### src/rtl/stopwatch_up.sv
// MM:SS up-counting stopwatch with run/pause, lap freeze and saturation at 59:59.
// All outputs are registered from the next-state values, so they track the state register exactly.
module stopwatch_up #(
  parameter int TICK_DIV = 50000000
) (
  input  logic       clk,
  input  logic       reset,
  input  logic       start_stop,
  input  logic       lap,
  input  logic       clear,
  output logic [3:0] bin0,
  output logic [3:0] bin1,
  output logic [3:0] bin2,
  output logic [3:0] bin3,
  output logic       running,
  output logic       lap_active,
  output logic       full
);

  typedef enum logic [2:0] {
    IDLE  = 3'd0,
    RUN   = 3'd1,
    PAUSE = 3'd2,
    LAP   = 3'd3,
    FULL  = 3'd4
  } state_t;

  localparam int PW = (TICK_DIV > 2) ? $clog2(TICK_DIV) : 1;
  localparam logic [PW-1:0] TICK_LAST = PW'(TICK_DIV - 1);
  localparam logic [15:0] COUNT_MAX = 16'h5959;

  state_t        state_r, state_s;
  logic [15:0]   count_r, count_s;
  logic [15:0]   lap_r, lap_s;
  logic [PW-1:0] presc_r, presc_s;
  logic [15:0]   disp_s;
  logic          counting_s;
  logic          tick_s;

  // Caller guarantees c is below 59:59, so the minutes-tens digit never exceeds 5.
  function automatic logic [15:0] bcd_inc(input logic [15:0] c);
    logic [15:0] r;
    r = c;
    if (c[3:0] != 4'd9) begin
      r[3:0] = c[3:0] + 4'd1;
    end else begin
      r[3:0] = 4'd0;
      if (c[7:4] != 4'd5) begin
        r[7:4] = c[7:4] + 4'd1;
      end else begin
        r[7:4] = 4'd0;
        if (c[11:8] != 4'd9) begin
          r[11:8] = c[11:8] + 4'd1;
        end else begin
          r[11:8]  = 4'd0;
          r[15:12] = c[15:12] + 4'd1;
        end
      end
    end
    return r;
  endfunction

  // Next-state: prescaler, counting, FSM transitions, clear override and display select.
  always_comb begin
    state_s    = state_r;
    count_s    = count_r;
    lap_s      = lap_r;
    presc_s    = presc_r;
    counting_s = (state_r == RUN) || (state_r == LAP);
    tick_s     = counting_s && (presc_r == TICK_LAST);

    if (tick_s) begin
      presc_s = {PW{1'b0}};
    end else if (counting_s) begin
      presc_s = presc_r + PW'(1);
    end else begin
      presc_s = presc_r;
    end

    if (tick_s && (count_r != COUNT_MAX)) begin
      count_s = bcd_inc(count_r);
    end else begin
      count_s = count_r;
    end

    case (state_r)
      IDLE: begin
        if (start_stop) begin
          state_s = RUN;
        end else begin
          state_s = IDLE;
        end
      end
      RUN: begin
        if (start_stop) begin
          state_s = PAUSE;
        end else if (lap) begin
          state_s = LAP;
          lap_s   = count_r;
        end else begin
          state_s = RUN;
        end
      end
      LAP: begin
        if (start_stop) begin
          state_s = PAUSE;
        end else if (lap) begin
          state_s = RUN;
        end else begin
          state_s = LAP;
        end
      end
      PAUSE: begin
        if (start_stop) begin
          state_s = RUN;
        end else begin
          state_s = PAUSE;
        end
      end
      FULL: begin
        state_s = FULL;
      end
      default: begin
        state_s = IDLE;
      end
    endcase

    // Saturation beats any run/pause/lap request arriving on the final tick.
    if (tick_s && (count_r == COUNT_MAX)) begin
      state_s = FULL;
    end else begin
      state_s = state_s;
    end

    if (clear) begin
      state_s = IDLE;
      count_s = 16'h0000;
      lap_s   = 16'h0000;
      presc_s = {PW{1'b0}};
    end else begin
      state_s = state_s;
    end

    if (state_s == LAP) begin
      disp_s = lap_s;
    end else begin
      disp_s = count_s;
    end
  end

  // State, counters and registered outputs.
  always_ff @(posedge clk) begin
    if (reset) begin
      state_r    <= IDLE;
      count_r    <= 16'h0000;
      lap_r      <= 16'h0000;
      presc_r    <= {PW{1'b0}};
      bin0       <= 4'd0;
      bin1       <= 4'd0;
      bin2       <= 4'd0;
      bin3       <= 4'd0;
      running    <= 1'b0;
      lap_active <= 1'b0;
      full       <= 1'b0;
    end else begin
      state_r    <= state_s;
      count_r    <= count_s;
      lap_r      <= lap_s;
      presc_r    <= presc_s;
      bin0       <= disp_s[3:0];
      bin1       <= disp_s[7:4];
      bin2       <= disp_s[11:8];
      bin3       <= disp_s[15:12];
      running    <= (state_s == RUN) || (state_s == LAP);
      lap_active <= (state_s == LAP);
      full       <= (state_s == FULL);
    end
  end

endmodule

### config.mk
export PLATFORM = sky130hd
export DESIGN_NAME = stopwatch_up
export DESIGN_NICKNAME = d
export VERILOG_FILES = /design/src/rtl/stopwatch_up.sv
export SDC_FILE = /design/constraint.sdc
export NUM_CORES = 1
export LEC_CHECK = 0
export CORE_ASPECT_RATIO = 1.2
export CORE_MARGIN = 2
export CORE_UTILIZATION = 35
export DETAILED_ROUTE_END_ITERATION = 6
export HOLD_SLACK_MARGIN = 0.03
export MAX_ROUTING_LAYER = met4
export PLACE_DENSITY = 0.52
export SLEW_MARGIN = 0
export SYNTH_ARGS = -nofsm -noshare
export SYNTH_HDL_FRONTEND = slang
export SYNTH_SLANG_ARGS = --single-unit
### constraint.sdc
create_clock -name clk -period 2.5 [get_ports clk]
set_input_delay 0.5 -clock clk [delete_from_list [all_inputs] [get_ports clk]]
set_output_delay 0.5 -clock clk [all_outputs]
set_load 0.02 [all_outputs]
## After elaboration in Yosys (flattened, before gate mapping)

Cells that the tools add are included.

- Multiplexer cells: 22
- Reduce and logical (&&, ||, !) cells: 7
- Equal/unequal tests: 13
- Add/sub/neg operators: 5

Operators with widths:

| cell | number |
|---|---|
| 16-bit two-way mux | 7 |
| 26-bit by 1-bit adder with 26-bit output (second input constant) | 1 |
| 26-bit == test (second input constant) | 1 |
| 4-bit by 1-bit adder with 4-bit output (second input constant) | 4 |
| 16-bit by 15-bit == test with 1-bit output (second input constant) | 1 |
| 4-bit two-way mux | 4 |
| 16-bit by 15-bit != test with 1-bit output (second input constant) | 1 |
| 3-bit case mux with 5 select lines | 1 |
| 12-bit two-way mux | 1 |
| 2-bit two-way mux | 5 |
| 3-bit by 2-bit == test with 1-bit output (second input constant) | 3 |
| 8-bit two-way mux | 1 |
| 4-bit != test (second input constant) | 2 |
| 3-bit by 1-bit == test with 1-bit output (second input constant) | 2 |
| 3-bit == test (second input constant) | 2 |
| 3-bit two-way mux | 2 |
| 4-bit by 3-bit != test with 1-bit output (second input constant) | 1 |
| 1-bit logical AND | 3 |
| 3-bit logical NOT | 1 |
| 3-bit OR reduction | 1 |
| 1-bit logical OR | 2 |
| 1-bit two-way mux | 1 |

- Bits of input ports: 5
- Output and inout port bits: 19
- Logic and storage cells: 58
- Flip-flop bits (word level): 80

## Logic depth before layout (Yosys ltp)

- Depth after elaboration: 8
- Depth in mapped cells: 10

## Least setup slack after synthesis

OpenSTA, ideal clock, no wires.

- Path kind: reg2reg
- Start: register presc_r[0]
- End: register bin1[0]
- Arrival time: 2.233 ns
- Data required time: 2.373 ns
- Cell stages (with the launch flop): 9
- Setup slack: 0.140 ns
- Period minus slack after synthesis: 2.360 ns
- Buffers on the path: 1
- Path through: dfxtp_1 ha_1 nand4b_1 or4b_1 or2_0 buf_6 nor3b_4 a221oi_2 or3_1

- Cells in the longest elaborated chain, start to end: 7
- Elaborated cells between the ends (all ways): 10
- Classes of those cells: eq/ne (2); mux (5); reduce/logical (3)

Ends and longest elaborated chain:

| element | line | text |
|---|---|---|
| from (decl) | 35 | `logic [PW-1:0] presc_r, presc_s;` |
| from (signal assigned) | 157 | `presc_r <= {PW{1'b0}};` |
| from (signal assigned) | 169 | `presc_r <= presc_s;` |
| 26-bit == test (*) | 70 | `tick_s = counting_s && (presc_r == TICK_LAST);` |
| 1-bit logical AND (*) | 70 |  |
| 1-bit logical AND | 129 | `if (tick_s && (count_r == COUNT_MAX)) begin` |
| 3-bit two-way mux | 129 |  |
| 3-bit two-way mux | 135 | `if (clear) begin` |
| 3-bit by 2-bit == test with 1-bit output | 144 | `if (state_s == LAP) begin` |
| 16-bit two-way mux (*) | 144 |  |
| to (signal assigned) | 171 | `bin1 <= disp_s[7:4];` |
| to (decl) | 12 | `output logic [3:0] bin1,` |

Mark *: on every way between the ends. The rest lies on a longest branch, timed or not.
A chain may end at the register's enable or synchronous reset.

## Final worst setup path

- Start: register presc_r[1]
- End: register bin1[0]

Same word-level chain as after synthesis.

==> flow_summary.json <==
{
  "status": "completed",
  "critPathMaxStageDelay_ps": 550,
  "fin_skew_ps": 5.924,
  "avgSynthCellArea_um2": 8.897,
  "n_antenna_cell": 0,
  "fmax_ghz": 0.4219,
  "synth-simple-area-share_pct": 26.90,
  "nNetsFinal": 445,
  "crit_path_max_fanout": 4,
  "syn_nets": 399,
  "gr-usage-all-layers_pct": 16.45,
  "cts_tree": "built",
  "whs_ps": 479.0,
  "antenna_found_initial": 0,
  "finalCritPeriodShare_pct": 94.80,
  "vias": 2800,
  "async_flop_share_pct": 0,
  "fillCellCount": 982,
  "die_area_um2": 10700,
  "synth-seq-area-share_pct": 46.28,
  "overflow": 0,
  "hold_buffers": 0,
  "arrival_ps": 2590,
  "initial_core_util_pct": 36.19,
  "clk_pin_slew_ps": 60,
  "leakage_nw": 1.612,
  "drc_errors": 0,
  "grt_max_degree": 26,
  "synth_top_area_share_pct": 46.28,
  "crit_chain": "ha_1 -> nand4b_1 -> or4b_4 -> or2_4 -> nor3b_4 -> a221oi_2 -> or3_1",
  "dp_hpwl_mm": 5.439,
  "cp-end-kind": "flip-flop",
  "cts_buffers": 9,
  "hp-class": "reg -> reg",
  "drv_slew": 0,
  "rsz0062_at_grt": "no",
  "worstSetupPathType": "reg -> reg",
  "required_ps": 2720,
  "cts-root-buf": "clkbuf_16",
  "synth.largest_area_cell": "dfxtp_1",
  "postRouteAntennaNets": 0,
  "grt_pass1_wl_mm": 13.22,
  "synth_edf_count": 0,
  "synth-compound-area-share_pct": 7.773,
  "placementRows": 39,
  "cts_sinks": 80,
  "drt-total-wl_mm": 7.685,
  "die_w_um": 94.78,
  "ios": 24,
  "synth_area_leaders": "dfxtp_1 46%, nor2_1 6.9%, mux2i_1 4.3%",
  "worstMarginPinSlew_ps": 472.3,
  "period_minus_slack_ps": 2370,
  "htreeDepth": 3,
  "final_cell_mix": "80 x dfxtp_1, 64 x nor2_1, 37 x nand2_1",
  "maxSlewHeadroom_pct": 68.27,
  "synth.distinct_cells": 50,
  "area_growth_pct": 26.10,
  "drtPass1Iterations": 4,
  "core_um2": 9564,
  "clock_path_buffers": 2,
  "hold_viol": 0,
  "synthAdderAreaFrac_pct": 1.808,
  "ys_warn_count": 0,
  "synthCells": 389,
  "vdd_drop_max_uv": 278.0,
  "numPortBuffers": 23,
  "synthFlopType": "dfxtp_1",
  "fin_tns_setup_ps": 0,
  "synth_top_family_by_area": "simple AND/OR/NAND/NOR gates",
  "crit_family": "simple AND/OR/NAND/NOR gates",
  "syn-cell-area_um2": 3461,
  "dieHeight_um": 112.9,
  "final_common_cell": "dfxtp_1",
  "grt_pass1_vias": 2763,
  "vias_per_cell": 4.973,
  "final_cells": 563,
  "fin_util_pct": 45.63,
  "gp_congestion": 0.8259,
  "slowest_stage": "or4b_4",
  "powerDensity_nw_per_um2": 596.9,
  "cap_violations": 0,
  "synth_mux_area_share_pct": 5.640,
  "crit_buf_inv": 0,
  "clk_latency_ps": 340,
  "setup_violations": 0,
  "crit_path_start_kind": "flip-flop",
  "first_iter_violations": 82,
  "synthXorXnorAreaFrac_pct": 8.351,
  "ys_seq_elements": 80,
  "drive_gt1_share_pct": 14.77,
  "wl_per_cell_um": 13.65,
  "dpl.cell_count": 546
}
kinds of logic after synthesis:
kind of cell    Yosys count
mux                      19
flops                    80
buf+inv                  27
fa+ha+maj                 5
xor+xnor                 33
simple gates            184
compound gates           41
per-stage QoR:
step	worst slack, ps	instance area, um2	power [mW]
6_report	129.9	4364	2.605
5_1_grt	9.997	4364	2.712
4_1_cts	2.631	4315	2.639
3_5_place_dp	-108.6	4025	1.388
3_3_place_gp	-84.61	4025	1.389
2_1_floorplan	140.5	3461	1.348
report_power, final:
group	total, mW	switching, mW	internal [mW]
Combinational	0.0799	0.0456	0.0343
Sequential	1.28	0.00162	1.28
Clock	1.25	0.497	0.748
Total	2.60	0.544	2.06
synth_stat cells (3+ instances only):
cell,count
a21oi_1,13
and3_1,4
buf_1,3
buf_2,3
clkbuf_1,12
dfxtp_1,80
ha_1,5
inv_1,8
mux2_2,4
mux2i_1,15
nand2_1,37
nand3_1,8
nand4_1,12
nand4b_1,4
nor2_1,64
nor3_1,19
nor4_1,11
o21a_1,6
o21ai_0,9
o31ai_1,3
or3_1,4
xnor2_1,16
xor2_1,17
worst min-delay path: cells and delay by family, from the launching register on:
family | cells | cell delay, ps
compound gates | 1 | 50
flops | 1 | 320
simple gates | 1 | 60
what timing repair did:
action / CTS / global route
setup buffers: 0 / 1
setup endpoints to repair: 6 / 21
pin swaps: 0 / 1
gates resized for setup: 1 / 10
state kept, by name, indices dropped and copies added (netlist names):
name	flops
presc_r	26
lap_active	1
count_r	16
lap_r	16
bin1	4
state_r	3
full	1
running	1
bin3	4
bin0	4
bin2	4
path summary, 6_finish.rpt:
path,start,end,slack [ps],cells after the start
setup / recovery,presc_r[1],bin1[0],130,7
hold / removal,presc_r[1],presc_r[1],480,2
setup reg to reg,presc_r[1],bin1[0],130,7
hold reg to reg,presc_r[1],presc_r[1],480,2
area by class of cell:
class	count	area (um2)	share of cell area (%)
clock buffers	13	270.3	6.193
repair buffers	54	500.5	11.47
clock inverters	3	15.01	0.3440
well taps	123	153.9	3.526
multi-input cells	282	1793	41.08
flip-flops and latches	80	1602	36.70
inverters	8	30.03	0.6881
per-layer routing:
metal	global-route usage, %	share of wire [%]	vias up	wire (um)
li1	-	-	1441	-
met1	19.83	47	1304	3630
met2	25.77	47	39	3601
met3	3.529	3.3	16	255
met4	8.309	2.6	0	198
met5	-	0	-	0
Note: power is estimated with default switching activity, not from simulation.
